$ cat src/rtl/vrased_pkg.sv
// Shared definitions for the VRASED hardware monitors: FSM states, counter
// width, reset-handler entry point and protected memory region map.
package vrased_pkg;

    typedef enum logic [1:0] {
        RUN          = 2'd0,
        HOLD         = 2'd1,
        WAIT_HANDLER = 2'd2
    } state_e;

    localparam int unsigned CNT_W = 8;

    localparam logic [15:0] RESET_HANDLER = 16'hFFFE;

    // Protected regions as seen by the per-property monitors
    localparam logic [15:0] SMEM_BASE  = 16'hA000;
    localparam logic [15:0] SMEM_SIZE  = 16'h4000;
    localparam logic [15:0] SDATA_BASE = 16'h0400;
    localparam logic [15:0] SDATA_SIZE = 16'h0C00;
    localparam logic [15:0] KMEM_BASE  = 16'h6A00;
    localparam logic [15:0] KMEM_SIZE  = 16'h0040;
    localparam logic [15:0] HMAC_BASE  = 16'h0230;
    localparam logic [15:0] HMAC_SIZE  = 16'h0020;

endpackage

$ cat src/rtl/vrased_prio_enc.sv
// Lowest-index-first priority encoder; valid is high when any request bit is set.
module vrased_prio_enc #(
    parameter int unsigned NUM_SRC = 4,
    localparam int unsigned IDX_W  = $clog2(NUM_SRC)
) (
    input  logic [NUM_SRC-1:0] req,
    output logic [IDX_W-1:0]   idx,
    output logic               valid
);

    always_comb begin
        idx   = '0;
        valid = 1'b0;
        for (int unsigned i = 0; i < NUM_SRC; i++) begin
            if (req[i] && !valid) begin
                idx   = IDX_W'(i);
                valid = 1'b1;
            end
        end
    end

endmodule

$ cat src/rtl/vrased_kill_seq.sv
// Central kill sequencer: turns monitor violations into a timed PUC request,
// keeps the key ROM locked until the CPU re-enters the reset handler.
module vrased_kill_seq #(
    parameter int unsigned NUM_SRC       = 4,
    parameter int unsigned HOLD_CYCLES   = 16,
    parameter int unsigned WAIT_MAX      = 64,
    parameter logic [15:0] RESET_HANDLER = vrased_pkg::RESET_HANDLER
) (
    input  logic                       clk,
    input  logic                       reset_n,
    input  logic [NUM_SRC-1:0]         viol_req,
    input  logic [15:0]                pc,
    output logic                       puc_req,
    output logic                       key_lock,
    output logic [$clog2(NUM_SRC)-1:0] first_cause,
    output logic [NUM_SRC-1:0]         cause_all,
    output logic [7:0]                 viol_count,
    output logic [1:0]                 state_o
);

    import vrased_pkg::*;

    localparam int unsigned IDX_W = $clog2(NUM_SRC);
    localparam logic [CNT_W-1:0] HOLD_LOAD = CNT_W'(HOLD_CYCLES - 1);
    localparam logic [CNT_W-1:0] WAIT_LOAD = CNT_W'(WAIT_MAX - 1);

    state_e             state_q, state_d;
    logic [CNT_W-1:0]   cnt_q, cnt_d;
    logic               puc_q, puc_d;
    logic               lock_q, lock_d;
    logic [IDX_W-1:0]   first_q, first_d;
    logic [NUM_SRC-1:0] all_q, all_d;
    logic [7:0]         count_q, count_d;
    logic [7:0]         count_inc;

    logic [IDX_W-1:0]   enc_idx;
    logic               enc_valid;

    vrased_prio_enc #(.NUM_SRC(NUM_SRC)) u_prio_enc (
        .req   (viol_req),
        .idx   (enc_idx),
        .valid (enc_valid)
    );

    always_comb begin
        state_d   = state_q;
        cnt_d     = cnt_q;
        first_d   = first_q;
        all_d     = all_q;
        count_d   = count_q;
        count_inc = (count_q == 8'hFF) ? 8'hFF : count_q + 8'd1;

        case (state_q)
            RUN: begin
                if (enc_valid) begin
                    state_d = HOLD;
                    cnt_d   = HOLD_LOAD;
                    first_d = enc_idx;
                    all_d   = viol_req;
                    count_d = count_inc;
                end
            end
            HOLD: begin
                all_d = all_q | viol_req;
                if (cnt_q == '0) begin
                    state_d = WAIT_HANDLER;
                    cnt_d   = WAIT_LOAD;
                end else begin
                    cnt_d = cnt_q - 1'b1;
                end
            end
            WAIT_HANDLER: begin
                // A violation wins over a simultaneous handler re-entry
                if (enc_valid) begin
                    state_d = HOLD;
                    cnt_d   = HOLD_LOAD;
                    all_d   = all_q | viol_req;
                    count_d = count_inc;
                end else if (pc == RESET_HANDLER) begin
                    state_d = RUN;
                end else if (cnt_q == '0) begin
                    state_d = HOLD;
                    cnt_d   = HOLD_LOAD;
                    count_d = count_inc;
                end else begin
                    cnt_d = cnt_q - 1'b1;
                end
            end
            default: begin
                state_d = HOLD;
                cnt_d   = HOLD_LOAD;
            end
        endcase

        puc_d  = (state_d == HOLD);
        lock_d = (state_d != RUN);
    end

    always_ff @(posedge clk or negedge reset_n) begin
        if (!reset_n) begin
            state_q <= RUN;
            cnt_q   <= '0;
            puc_q   <= 1'b0;
            lock_q  <= 1'b0;
            first_q <= '0;
            all_q   <= '0;
            count_q <= '0;
        end else begin
            state_q <= state_d;
            cnt_q   <= cnt_d;
            puc_q   <= puc_d;
            lock_q  <= lock_d;
            first_q <= first_d;
            all_q   <= all_d;
            count_q <= count_d;
        end
    end

    assign puc_req     = puc_q;
    assign key_lock    = lock_q;
    assign first_cause = first_q;
    assign cause_all   = all_q;
    assign viol_count  = count_q;
    assign state_o     = state_q;

endmodule

$ cat config.mk
export PLATFORM = sky130hd
export DESIGN_NAME = vrased_kill_seq
export DESIGN_NICKNAME = d
export VERILOG_FILES = /design/src/rtl/vrased_pkg.sv /design/src/rtl/vrased_prio_enc.sv /design/src/rtl/vrased_kill_seq.sv
export SDC_FILE = /design/constraint.sdc
export NUM_CORES = 1
export LEC_CHECK = 0
export ABC_AREA = 1
export CORE_MARGIN = 5
export CORE_UTILIZATION = 48
export CTS_BUF_LIST = sky130_fd_sc_hd__clkbuf_4 sky130_fd_sc_hd__clkbuf_8
export CTS_CLUSTER_SIZE = 40
export DETAILED_ROUTE_END_ITERATION = 8
export PLACE_DENSITY = 0.8
export SLEW_MARGIN = 20
export SYNTH_ARGS = -nofsm -noshare
export SYNTH_HDL_FRONTEND = slang
export SYNTH_SLANG_ARGS = --single-unit
$ cat constraint.sdc
create_clock -name clk -period 3.2 [get_ports clk]
set_input_delay 0.48 -clock clk [delete_from_list [all_inputs] [get_ports clk]]
set_output_delay 0.48 -clock clk [all_outputs]
set_load 0.05 [all_outputs]
# == After elaboration in Yosys (flattened, before gate mapping) ==
# Index checks and enable logic that the tools add are counted.
# word_totals
register_bits,26
input_bits,22
out_inout_bits,18
elab_cells,62
# op_classes
addsub,2
eq_ne,9
n_mux,28
bitwise_logic,1
reduce_logical,15
# op_table
cell,count
two-way mux 8 bit,10
one-hot mux 8 bit (3 select lines),1
"equality test 16 bit, second input constant",1
one-hot mux 8 bit (2 select lines),1
two-way mux 2 bit,7
one-hot mux 4 bit (3 select lines),1
"adder 8 x 1 -> 8 bit, second input constant",1
"equality test 8 bit, second input constant",1
zero test 8 bit,1
two-way mux 4 bit,2
"subtractor 8 x 1 -> 8 bit, second input constant",1
"!= test 3 bit, second input constant",2
one-hot mux 2 bit (3 select lines),1
two-way mux 1 bit,5
"equality test 2 x 1 -> 1 bit, second input constant",2
"!= test 2 bit, second input constant",2
OR 4 bit,1
AND reduction 2 bit,2
AND reduction 4 bit,1
nonzero test 2 bit,2
logical AND 1 bit,3
zero test 1 bit,3
AND reduction 3 bit,1
nonzero test 3 bit,1
other kinds (2),2

# == Depth between registers and ports, before layout ==
# Gate-level depths: netlist (run 1).
# logic_depth
depth_word,13
mapped_depth,12
mapped_depth_nobuf,12

# == Cells and area by module ==
# From an unflattened synthesis (run 1), not the netlist that was laid out.
# hier_totals
hier_cells,243
area_unflattened_um2,1775.5
# modules_own_cells
module,n_inst,cells_each,area_per_inst_um2,seq_area_each_um2
vrased_kill_seq,1,234,1726.7,650.6
vrased_prio_enc,1,9,48.8,0.0

# == Least setup slack after synthesis (run 1) ==
# Ideal clock, no wire load.
# synth_timing
path_type,register to register
startpoint,register state_q[0] (netlist: state_o[0])
endpoint,register count_q[3] (netlist: viol_count[3])
setup_time_ps,120
arrival_ps,1834
required_ps,3080
setup_slack_ps,1246
stages_incl_launch_ff,11
path_buffers,0
period_less_slack_ps,1954
cell_sequence,dfrtp_1 -> inv_1 -> ha_1 -> inv_1 -> nor2_1 -> nand2_2 -> inv_2 -> a21oi_4 -> nand2_4 -> nand2_1 -> nand2_1
# synth_via
elab_chain_cells,3
word_cells_on_any_way,8
classes_between,eq/ne (4); mux (1); reduce/logical (3)
# synth_lines
element,line,text
start: declaration,vrased_kill_seq.sv:27,"state_e state_q, state_d;"
start signal: assignment,vrased_kill_seq.sv:109,state_q <= state_d;
equality test 2 bit / zero test 2 bit (equally long branches),vrased_kill_seq.sv:53,case (state_q)
"!= test 3 bit (no line), or another cell as far along",--,
AND reduction 4 bit (no line),--,
end signal: assignment,vrased_kill_seq.sv:115,count_q <= count_d;
end: declaration,vrased_kill_seq.sv:33,"logic [7:0] count_q, count_d;"
# Parallel ways exist; a longest one is shown, timed or not.
# A chain may end at the register's enable or synchronous reset.

# == Final worst setup path (run 1) ==
# layout_timing
startpoint,register count_q[3] (netlist: viol_count[3])
endpoint,output viol_count[3]
# layout_lines
element,line,text
end: declaration,vrased_kill_seq.sv:17,"output logic [7:0] viol_count,"
# No word-level cell between the ends.

==> results.toml, run 1 <==
[critical_path]
path_cells = "clkdlybuf4s50_1"
worst-path-buf-inv = 1
worstPathArrival_ns = 1.66
cp.required_ns = 2.72
cp_top_family = "buffers and inverters"
crit_fanout = 7
cpPeakStageDelay_ns = 0.84
end_kind = "output port"
crit_type = "reg2out"
critPathSlowestCell = "clkdlybuf4s50_1"
worstSetupStartpointType = "flip-flop"
regToRegSetupSlack_ns = 1.37

[global_route]
antenna_found_initial = 0
grt_pass1_vias = 1441
grt_usage_pct = 17.6
grt_max_degree = 27
overflow = 0
grt_pass1_wl_microns = 6300

[synth]
synth_seq_cells = 26
avgSynthCellArea_sq_um = 7.23
syn_inst = 229
syn_nets = 258
syn_area_sq_um = 1660
yosysUniqueCellTypes = 26
ys_warn_count = 0
ys_seq_area_share_pct = 39.3

[clock_tree]
cts-root-buf = "clkbuf_4"
cts_setup_buffers = 0
clk_latency_ns = 0.33
clock-sinks = 26
ctsHoldBuffers = 0
numCtsBuffers = 3
cts_tree = "done"
cts-htree-levels = 1
post_cts_resized = 0
cts.reportedPaths.clkPinSlew_ns = 0.15
clock_path_buffers = 2

[sta]
setup-tns-final_ns = 0
hold_viol = 0
slew_violations = 0
slew-limit-headroom_pct = 66.1
fin_skew_ns = 0.0158
period_minus_slack_ns = 2.14
max_freq_mhz = 467
fin_crit_sh_pct = 67.0
tightest_slew_ns = 0.506
setup_violations = 0
rsz0062_at_grt = "false"

[die]
fp.coreArea_sq_um = 3340
row_count = 21
die_y_microns = 68.7
io_pins = 40
start_util_pct = 49.6
die_area_sq_um = 4720
dieWidth_microns = 68.7

[min_path]
holdCritPathClass = "in2async"

[run]
max_cap_viol_count = 0

[power]
power.leakage_nw = 1.05
p_sw_w = 0.000927
switching_share_pct = 50.4
clkPwrFrac_pct = 9.1
pwr-share-seq_pct = 30.7
powerDensity_nw_per_um2 = 865
p_int_w = 0.000913
power_frac_comb_pct = 60.2
ir_drop_v = 0.000738

[cells_and_area]
num_antenna_cells = 0
layout-drive-gt1-share_pct = 7.75
syn2layout_area_growth_pct = 28.6
nets = 301
stdcell_area_sq_um = 2130
layout.cells.most_common_list = "nand2_1 (75), clkdlybuf4s50_1 (39), nand3_1 (28)"
final_common_cell = "nand2_1"
fill_cells = 313

[place]
hpwl_microns = 2970
io_buffers = 39
place_area_sq_um = 2090
gp_congestion = 0.808

[detailed_routing]
dr_total_vias = 1571
routedWlPerCell_microns = 12.0
vias_per_cell = 4.96
drt_iter0_drc = 59
detail-route-antenna-nets = 0
drt-total-wl_microns = 3810
post-route-drc-count = 0
first_pass_iters = 4

[status]
status = "complete, no violations"
cells in the mapped netlist, drive strengths merged:
cell type  instances  area (sq um)
a21oi             11          66.3
buf                2          18.8
clkinv             1          5.00
dfrtp             26           651
ha                 7          87.6
inv               24          90.1
nand2             80           323
nand3             28           140
nand3b             2          15.0
nand4              2          12.5
nor2              19          76.3
nor3               1          5.00
nor3b              1          7.51
o21ai             14          70.1
o31ai              1          7.51
o41ai              2          17.5
or2                3          18.8
xnor2              2          17.5
xor2               3          26.3
routing by layer:
| layer | GRT usage (%) | part of all wire (%) |
|---|---|---|
| met2 | 30.4 | 51 |
| met4 | 3.65 | 0.87 |
| met1 | 22.6 | 47 |
| met5 | 0 | 0 |
| met3 | 3.57 | 1.8 |
registers in the layout (all words and copies together), names as in the netlist:
| name | flops |
|---|---|
| first_cause | 2 |
| cause_all | 4 |
| cnt_q | 8 |
| state_o | 2 |
| key_lock | 1 |
| puc_req | 1 |
| viol_count | 8 |
power by group through the flow:
stage / combinational (W) / clock (W) / sequential, W
global route: 0.00121 / 0.000187 / 0.000582
finish: 0.00111 / 0.000167 / 0.000565
CTS: 0.00111 / 0.000174 / 0.000564
detailed placement: 0.00111 / 0 / 0.000569
floorplan: 0.000512 / 0 / 0.000834
global placement: 0.00109 / 0 / 0.000569
cell type report:
type                            count  area, sq um  area share (%)
Clock buffer                        4         36.3            1.70
Tap cell                           46         57.6            2.70
Timing Repair Buffer               40          398            18.7
Inverter                           25         95.1            4.47
Multi-Input combinational cell    176          891            41.9
Sequential cell                    26          651            30.6
cell families (layout without fill, tap and decap cells):
kind of cell    Yosys count  count (layout)  synth area share [%]
flops                    26              26                  39.3
compound gates           28              28                  9.75
buf+inv                  27              69                  6.88
xor+xnor                  5               5                  2.65
fa+ha+maj                 7               7                  5.29
simple gates            136             136                  36.1
stage by stage:
step           setup WS (ns)  cells  hold slack, ns  total power (W)  util (%)
2_1_floorplan           1.25    229           0.184          0.00135         -
3_3_place_gp           0.963    313           0.498          0.00166      62.7
3_5_place_dp           0.895    313           0.496          0.00168      62.7
4_1_cts                 1.04    317           0.499          0.00185      63.8
5_1_grt                 1.01    317           0.522          0.00198      63.8
6_report                1.06    317           0.488          0.00184      63.8
path summary, 6_finish.rpt:
check | start | endpoint | depth (start not counted)
worst min-delay path | reset_n | cnt_q[0]$_DFFE_PN0P_ | 2
worst max-delay path | viol_count[3]$_DFFE_PN0P_ | viol_count[3] | 1
worst max register to register | state_o[0]$_DFF_PN0_ | viol_count[4]$_DFFE_PN0P_ | 8
max in group asynchronous | reset_n | cause_all[3]$_DFFE_PN0P_ | 2
worst min register to register | first_cause[0]$_DFFE_PN0P_ | first_cause[0]$_DFFE_PN0P_ | 2
min in group clk | first_cause[0]$_DFFE_PN0P_ | first_cause[0]$_DFFE_PN0P_ | 2
(Power assumes the default switching activity.)
==> run 2, diff against run 1 <==
Settings changed: CORE_UTILIZATION 48 to 46.
Clock period 3.2 ns to 1.8 ns, I/O delays scaled along.
==> results.toml, run 2 (same netlist as run 1, synthesis figures left out) <==
[clock_tree]
cts_tree = "done"
cts.reportedPaths.clkPinSlew_ns = 0.14
cts_setup_buffers = 0
numCtsBuffers = 3
clock_path_buffers = 2
cts-root-buf = "clkbuf_4"
cts-htree-levels = 1
clock-sinks = 26
clk_latency_ns = 0.32

[die]
fp.coreArea_sq_um = 3420
row_count = 21
die_y_microns = 70.0
start_util_pct = 48.5
dieWidth_microns = 70.0
die_area_sq_um = 4900
io_pins = 40

[sta]
fin_crit_sh_pct = 91.3
tightest_slew_ns = 0.518
slew_violations = 0
hold_viol = 0
max_freq_mhz = 608
fin_skew_ns = 0.00518
setup-tns-final_ns = 0
slew-limit-headroom_pct = 65.4
period_minus_slack_ns = 1.64
setup_violations = 0
hold_ws_ns = 0.293
rsz0062_at_grt = "false"

[cells_and_area]
fill_cells = 294
ff_latch_area_sq_um = 652
num_antenna_cells = 0
layout-drive-gt1-share_pct = 14.7
layout.cells.most_common_list = "nand2_1 (75), nand3_1 (28), dfrtp_1 (25)"
multi_input_area_sq_um = 900
syn2layout_area_growth_pct = 31.5
final_common_cell = "nand2_1"
nets = 309

[critical_path]
reg2reg_to = "viol_count[3]$_DFFE_PN0P_"
worstSetupStartpointType = "flip-flop"
reg2regPathDepth = 11
regToRegSetupSlack_ns = 0.16
cp.required_ns = 2.02
r2r_start = "cnt_q[0]$_DFFE_PN0P_"
crit_fanout = 8
crit_type = "reg2reg"
end_kind = "flip-flop"
worstPathArrival_ns = 1.87

[power]
pwr-share-seq_pct = 30.7
p_int_w = 0.00160
power.leakage_nw = 1.15
ir_drop_v = 0.00119
clkPwrFrac_pct = 9.2
switching_share_pct = 50.5
powerDensity_nw_per_um2 = 1490
p_sw_w = 0.00163
power_frac_comb_pct = 60.1

[status]
status = "complete, no violations"

[detailed_routing]
routedWlPerCell_microns = 11.4
drt_iter0_drc = 60
detail-route-antenna-nets = 0
vias_per_cell = 4.86
first_pass_iters = 4
post-route-drc-count = 0
drt-total-wl_microns = 3720
dr_total_vias = 1581

[global_route]
grt_pass1_wl_microns = 6350
grt_pass1_vias = 1459
antenna_found_initial = 0
grt_max_degree = 27
overflow = 0
grt_usage_pct = 15.5

[place]
io_buffers = 39
gp_congestion = 0.928
hpwl_microns = 2950

[run]
max_cap_viol_count = 0

[min_path]
holdCritPathClass = "in2async"
==> run 2: cell types whose count changed in the layout (fill, tap and decap cells not counted) <==
cell	delta
dlygate4sd2_1	+1
clkdlybuf4s50_1	-18
a21oi_2	+1
dfrtp_2	+1
buf_4	+18
dfrtp_1	-1
dlymetal6s2s_1	+6
==> run 2: timing repair <==
item                                    in CTS  in global routing
gates cloned                                 0                  1
hold buffers                                 0                  0
endpoints found under the setup margin       1                  9
gates resized for setup                      1                  6
hold endpoints to repair                     0                  0
==> run 2: routing by layer <==
metal	vias up	GRT usage [%]	part of all wire, %
met3	2	2.73	3.4
met5	-	0	0
met2	22	25.2	48
met4	0	3.19	0.78
li1	846	-	-
met1	711	21.6	48
==> run 2: worst max-delay path, stage by stage, from the launching register on <==
cell     delay (ns)
dfrtp_1        0.43
inv_1          0.15
ha_1           0.18
nand2_1        0.08
inv_2          0.07
nand2_4        0.07
nand2_2        0.08
inv_2          0.06
a21oi_4        0.20
nand2_4        0.11
nand2_1        0.07
nand2_1        0.05
==> run 2: how the worst max path moves through the flow <==
stage / start / slack (ns) / cells past startpoint / to
floorplan: state_o[0]$_DFF_PN0_ / 0.03 / 10 / viol_count[3]$_DFFE_PN0P_
global placement: viol_req[3] / 0.08 / 10 / viol_count[3]$_DFFE_PN0P_
detailed placement: viol_req[3] / 0.02 / 10 / viol_count[7]$_DFFE_PN0P_
CTS: first_cause[0]$_DFFE_PN0P_ / 0.006 / 1 / first_cause[0]
global route: viol_count[0]$_DFFE_PN0P_ / 0.006 / 7 / viol_count[7]$_DFFE_PN0P_
finish: cnt_q[0]$_DFFE_PN0P_ / 0.16 / 11 / viol_count[3]$_DFFE_PN0P_
==> run 2: cell type report <==
cell class	instances	share of cell area [%]
clock buffers	4	1.67
flip-flops and latches	26	29.9
repair buffers	47	20.1
inverters	25	4.37
well taps	46	2.64
multi-input cells	177	41.3
==> run 2: stage by stage <==
step	instances	util (%)	setup WS (ns)	power (W)	cell area [sq um]
floorplan	229	-	0.0288	0.00240	1660
global placement	320	62.0	0.0779	0.00293	2120
detailed placement	320	62.0	0.0184	0.00296	2120
CTS	324	63.0	0.00611	0.00325	2150
global route	325	63.7	0.00574	0.00351	2180
finish	325	63.7	0.156	0.00324	2180
==> run 2: power groups by stage <==
| stage | clock network [W] | logic [W] | registers (W) |
|---|---|---|---|
| 3_5_place_dp | 0 | 0.00195 | 0.00101 |
| 2_1_floorplan | 0 | 0.000911 | 0.00148 |
| 3_3_place_gp | 0 | 0.00193 | 0.00101 |
| 4_1_cts | 0.000307 | 0.00195 | 0.00100 |
| 6_report | 0.000297 | 0.00195 | 0.000993 |
| 5_1_grt | 0.000332 | 0.00214 | 0.00103 |
==> run 3, diff against run 2 <==
Settings changed: CORE_ASPECT_RATIO from default to 1.4.
==> results.toml, run 3 (same netlist as run 1, synthesis figures left out) <==
[critical_path]
crit_type = "reg2out"
cp.required_ns = 1.53
critPathSlowestCell = "clkdlybuf4s50_1"
end_kind = "output port"
crit_fanout = 3
cpPeakStageDelay_ns = 0.81
startpoint = "cause_all[0]$_DFFE_PN0P_"
worstSetupStartpointType = "flip-flop"
worst-path-buf-inv = 1
worstPathArrival_ns = 1.48
path_cells = "clkdlybuf4s50_1"
r2r_start = "state_o[0]$_DFF_PN0_"
cp_top_family = "buffers and inverters"
regToRegSetupSlack_ns = 0.19

[detailed_routing]
routedWlPerCell_microns = 11.9
post-route-drc-count = 0
detail-route-antenna-nets = 0
drt_iter0_drc = 34
drt-total-wl_microns = 3820
vias_per_cell = 5.01
dr_total_vias = 1608
first_pass_iters = 4

[cells_and_area]
syn2layout_area_growth_pct = 33.3
final_common_cell = "nand2_1"
stdcell_area_sq_um = 2210
nets = 311
layout-drive-gt1-share_pct = 16.0
post-route-util_pct = 64.1
layout.cells.most_common_list = "nand2_1 (75), nand3_1 (27), clkdlybuf4s50_1 (27)"
num_antenna_cells = 0

[place]
hpwl_microns = 3060
gp_congestion = 0.860
place_area_sq_um = 2130
io_buffers = 39

[clock_tree]
clk_latency_ns = 0.27
clock-sinks = 26
cts_tree = "done"
ctsHoldBuffers = 0
cts-root-buf = "clkbuf_8"
cts-htree-levels = 1
clock_path_buffers = 2
numCtsBuffers = 3
cts.reportedPaths.clkPinSlew_ns = 0.09

[sta]
period_minus_slack_ns = 1.75
slew_violations = 0
setup-tns-final_ns = 0
max_freq_mhz = 572
slew-limit-headroom_pct = 66.0
hold_viol = 0
rsz0062_at_grt = "false"
setup_violations = 0
fin_skew_ns = 0.00652
hold_ws_ns = 0.347
fin_crit_sh_pct = 97.2
tightest_slew_ns = 0.509

[die]
dieWidth_microns = 60.7
io_pins = 40
fp.coreArea_sq_um = 3440
row_count = 25
die_y_microns = 81.0
die_area_sq_um = 4920
start_util_pct = 48.1

[run]
max_cap_viol_count = 0

[power]
pwr-share-seq_pct = 28.9
power_frac_comb_pct = 57.2
ir_drop_v = 0.00126
powerDensity_nw_per_um2 = 1580
p_sw_w = 0.00165
switching_share_pct = 47.5
p_total_w = 0.00348
power.leakage_nw = 1.13
p_int_w = 0.00183
clkPwrFrac_pct = 13.9

[status]
status = "complete, no violations"

[min_path]
holdCritPathClass = "in2async"

[global_route]
grt_usage_pct = 17.8
grt_pass1_wl_microns = 6730
grt_max_degree = 27
grt_pass1_vias = 1618
antenna_found_initial = 0
overflow = 0
[run 3: per-stage QoR]
step | setup WS, ns | instances
2_1_floorplan | 0.0288 | 229
3_3_place_gp | 0.0744 | 317
3_5_place_dp | 0.0238 | 317
4_1_cts | 0.0424 | 321
5_1_grt | 0.00207 | 321
6_report | 0.0511 | 321
[run 3: metal layers]
metal | up-vias | track usage (%) | wire length (microns)
li1 | 841 | - | -
met1 | 733 | 21.0 | 1610
met2 | 28 | 31.8 | 2010
met3 | 6 | 2.38 | 139
met4 | 0 | 6.94 | 62
met5 | - | 0 | 0
[run 3: layout make-up]
type                    count  area [sq um]
clock buffers               3          41.3
well taps                  40          50.0
flip-flops and latches     26           652
fillers                   331          1230
inverters                  25          95.1
clock inverters             1          30.0
repair buffers             50           443
multi-input cells         176           896
[run 3: path summary, 6_finish.rpt]
path / endpoint / cells past startpoint
min: cause_all[3]$_DFFE_PN0P_ / 2
min reg2reg: cause_all[3]$_DFFE_PN0P_ / 2
min in group clk: cause_all[3]$_DFFE_PN0P_ / 2
max reg2reg: viol_count[7]$_DFFE_PN0P_ / 10
max: cause_all[0] / 1
max in group asynchronous: state_o[0]$_DFF_PN0_ / 2
[run 3: power groups by stage]
| stage | clock network, W | registers, W | logic, W |
|---|---|---|---|
| floorplan | 0 | 0.00148 | 0.000911 |
| detailed placement | 0 | 0.00102 | 0.00200 |
| CTS | 0.000492 | 0.00101 | 0.00201 |
| finish | 0.000483 | 0.00101 | 0.00199 |
| global route | 0.000512 | 0.00104 | 0.00221 |
| global placement | 0 | 0.00101 | 0.00197 |
[run 3: timing repair]
action | CTS | global route
buffers inserted | 0 | 0
resized for setup | 0 | 1
setup endpoints to repair | 0 | 1
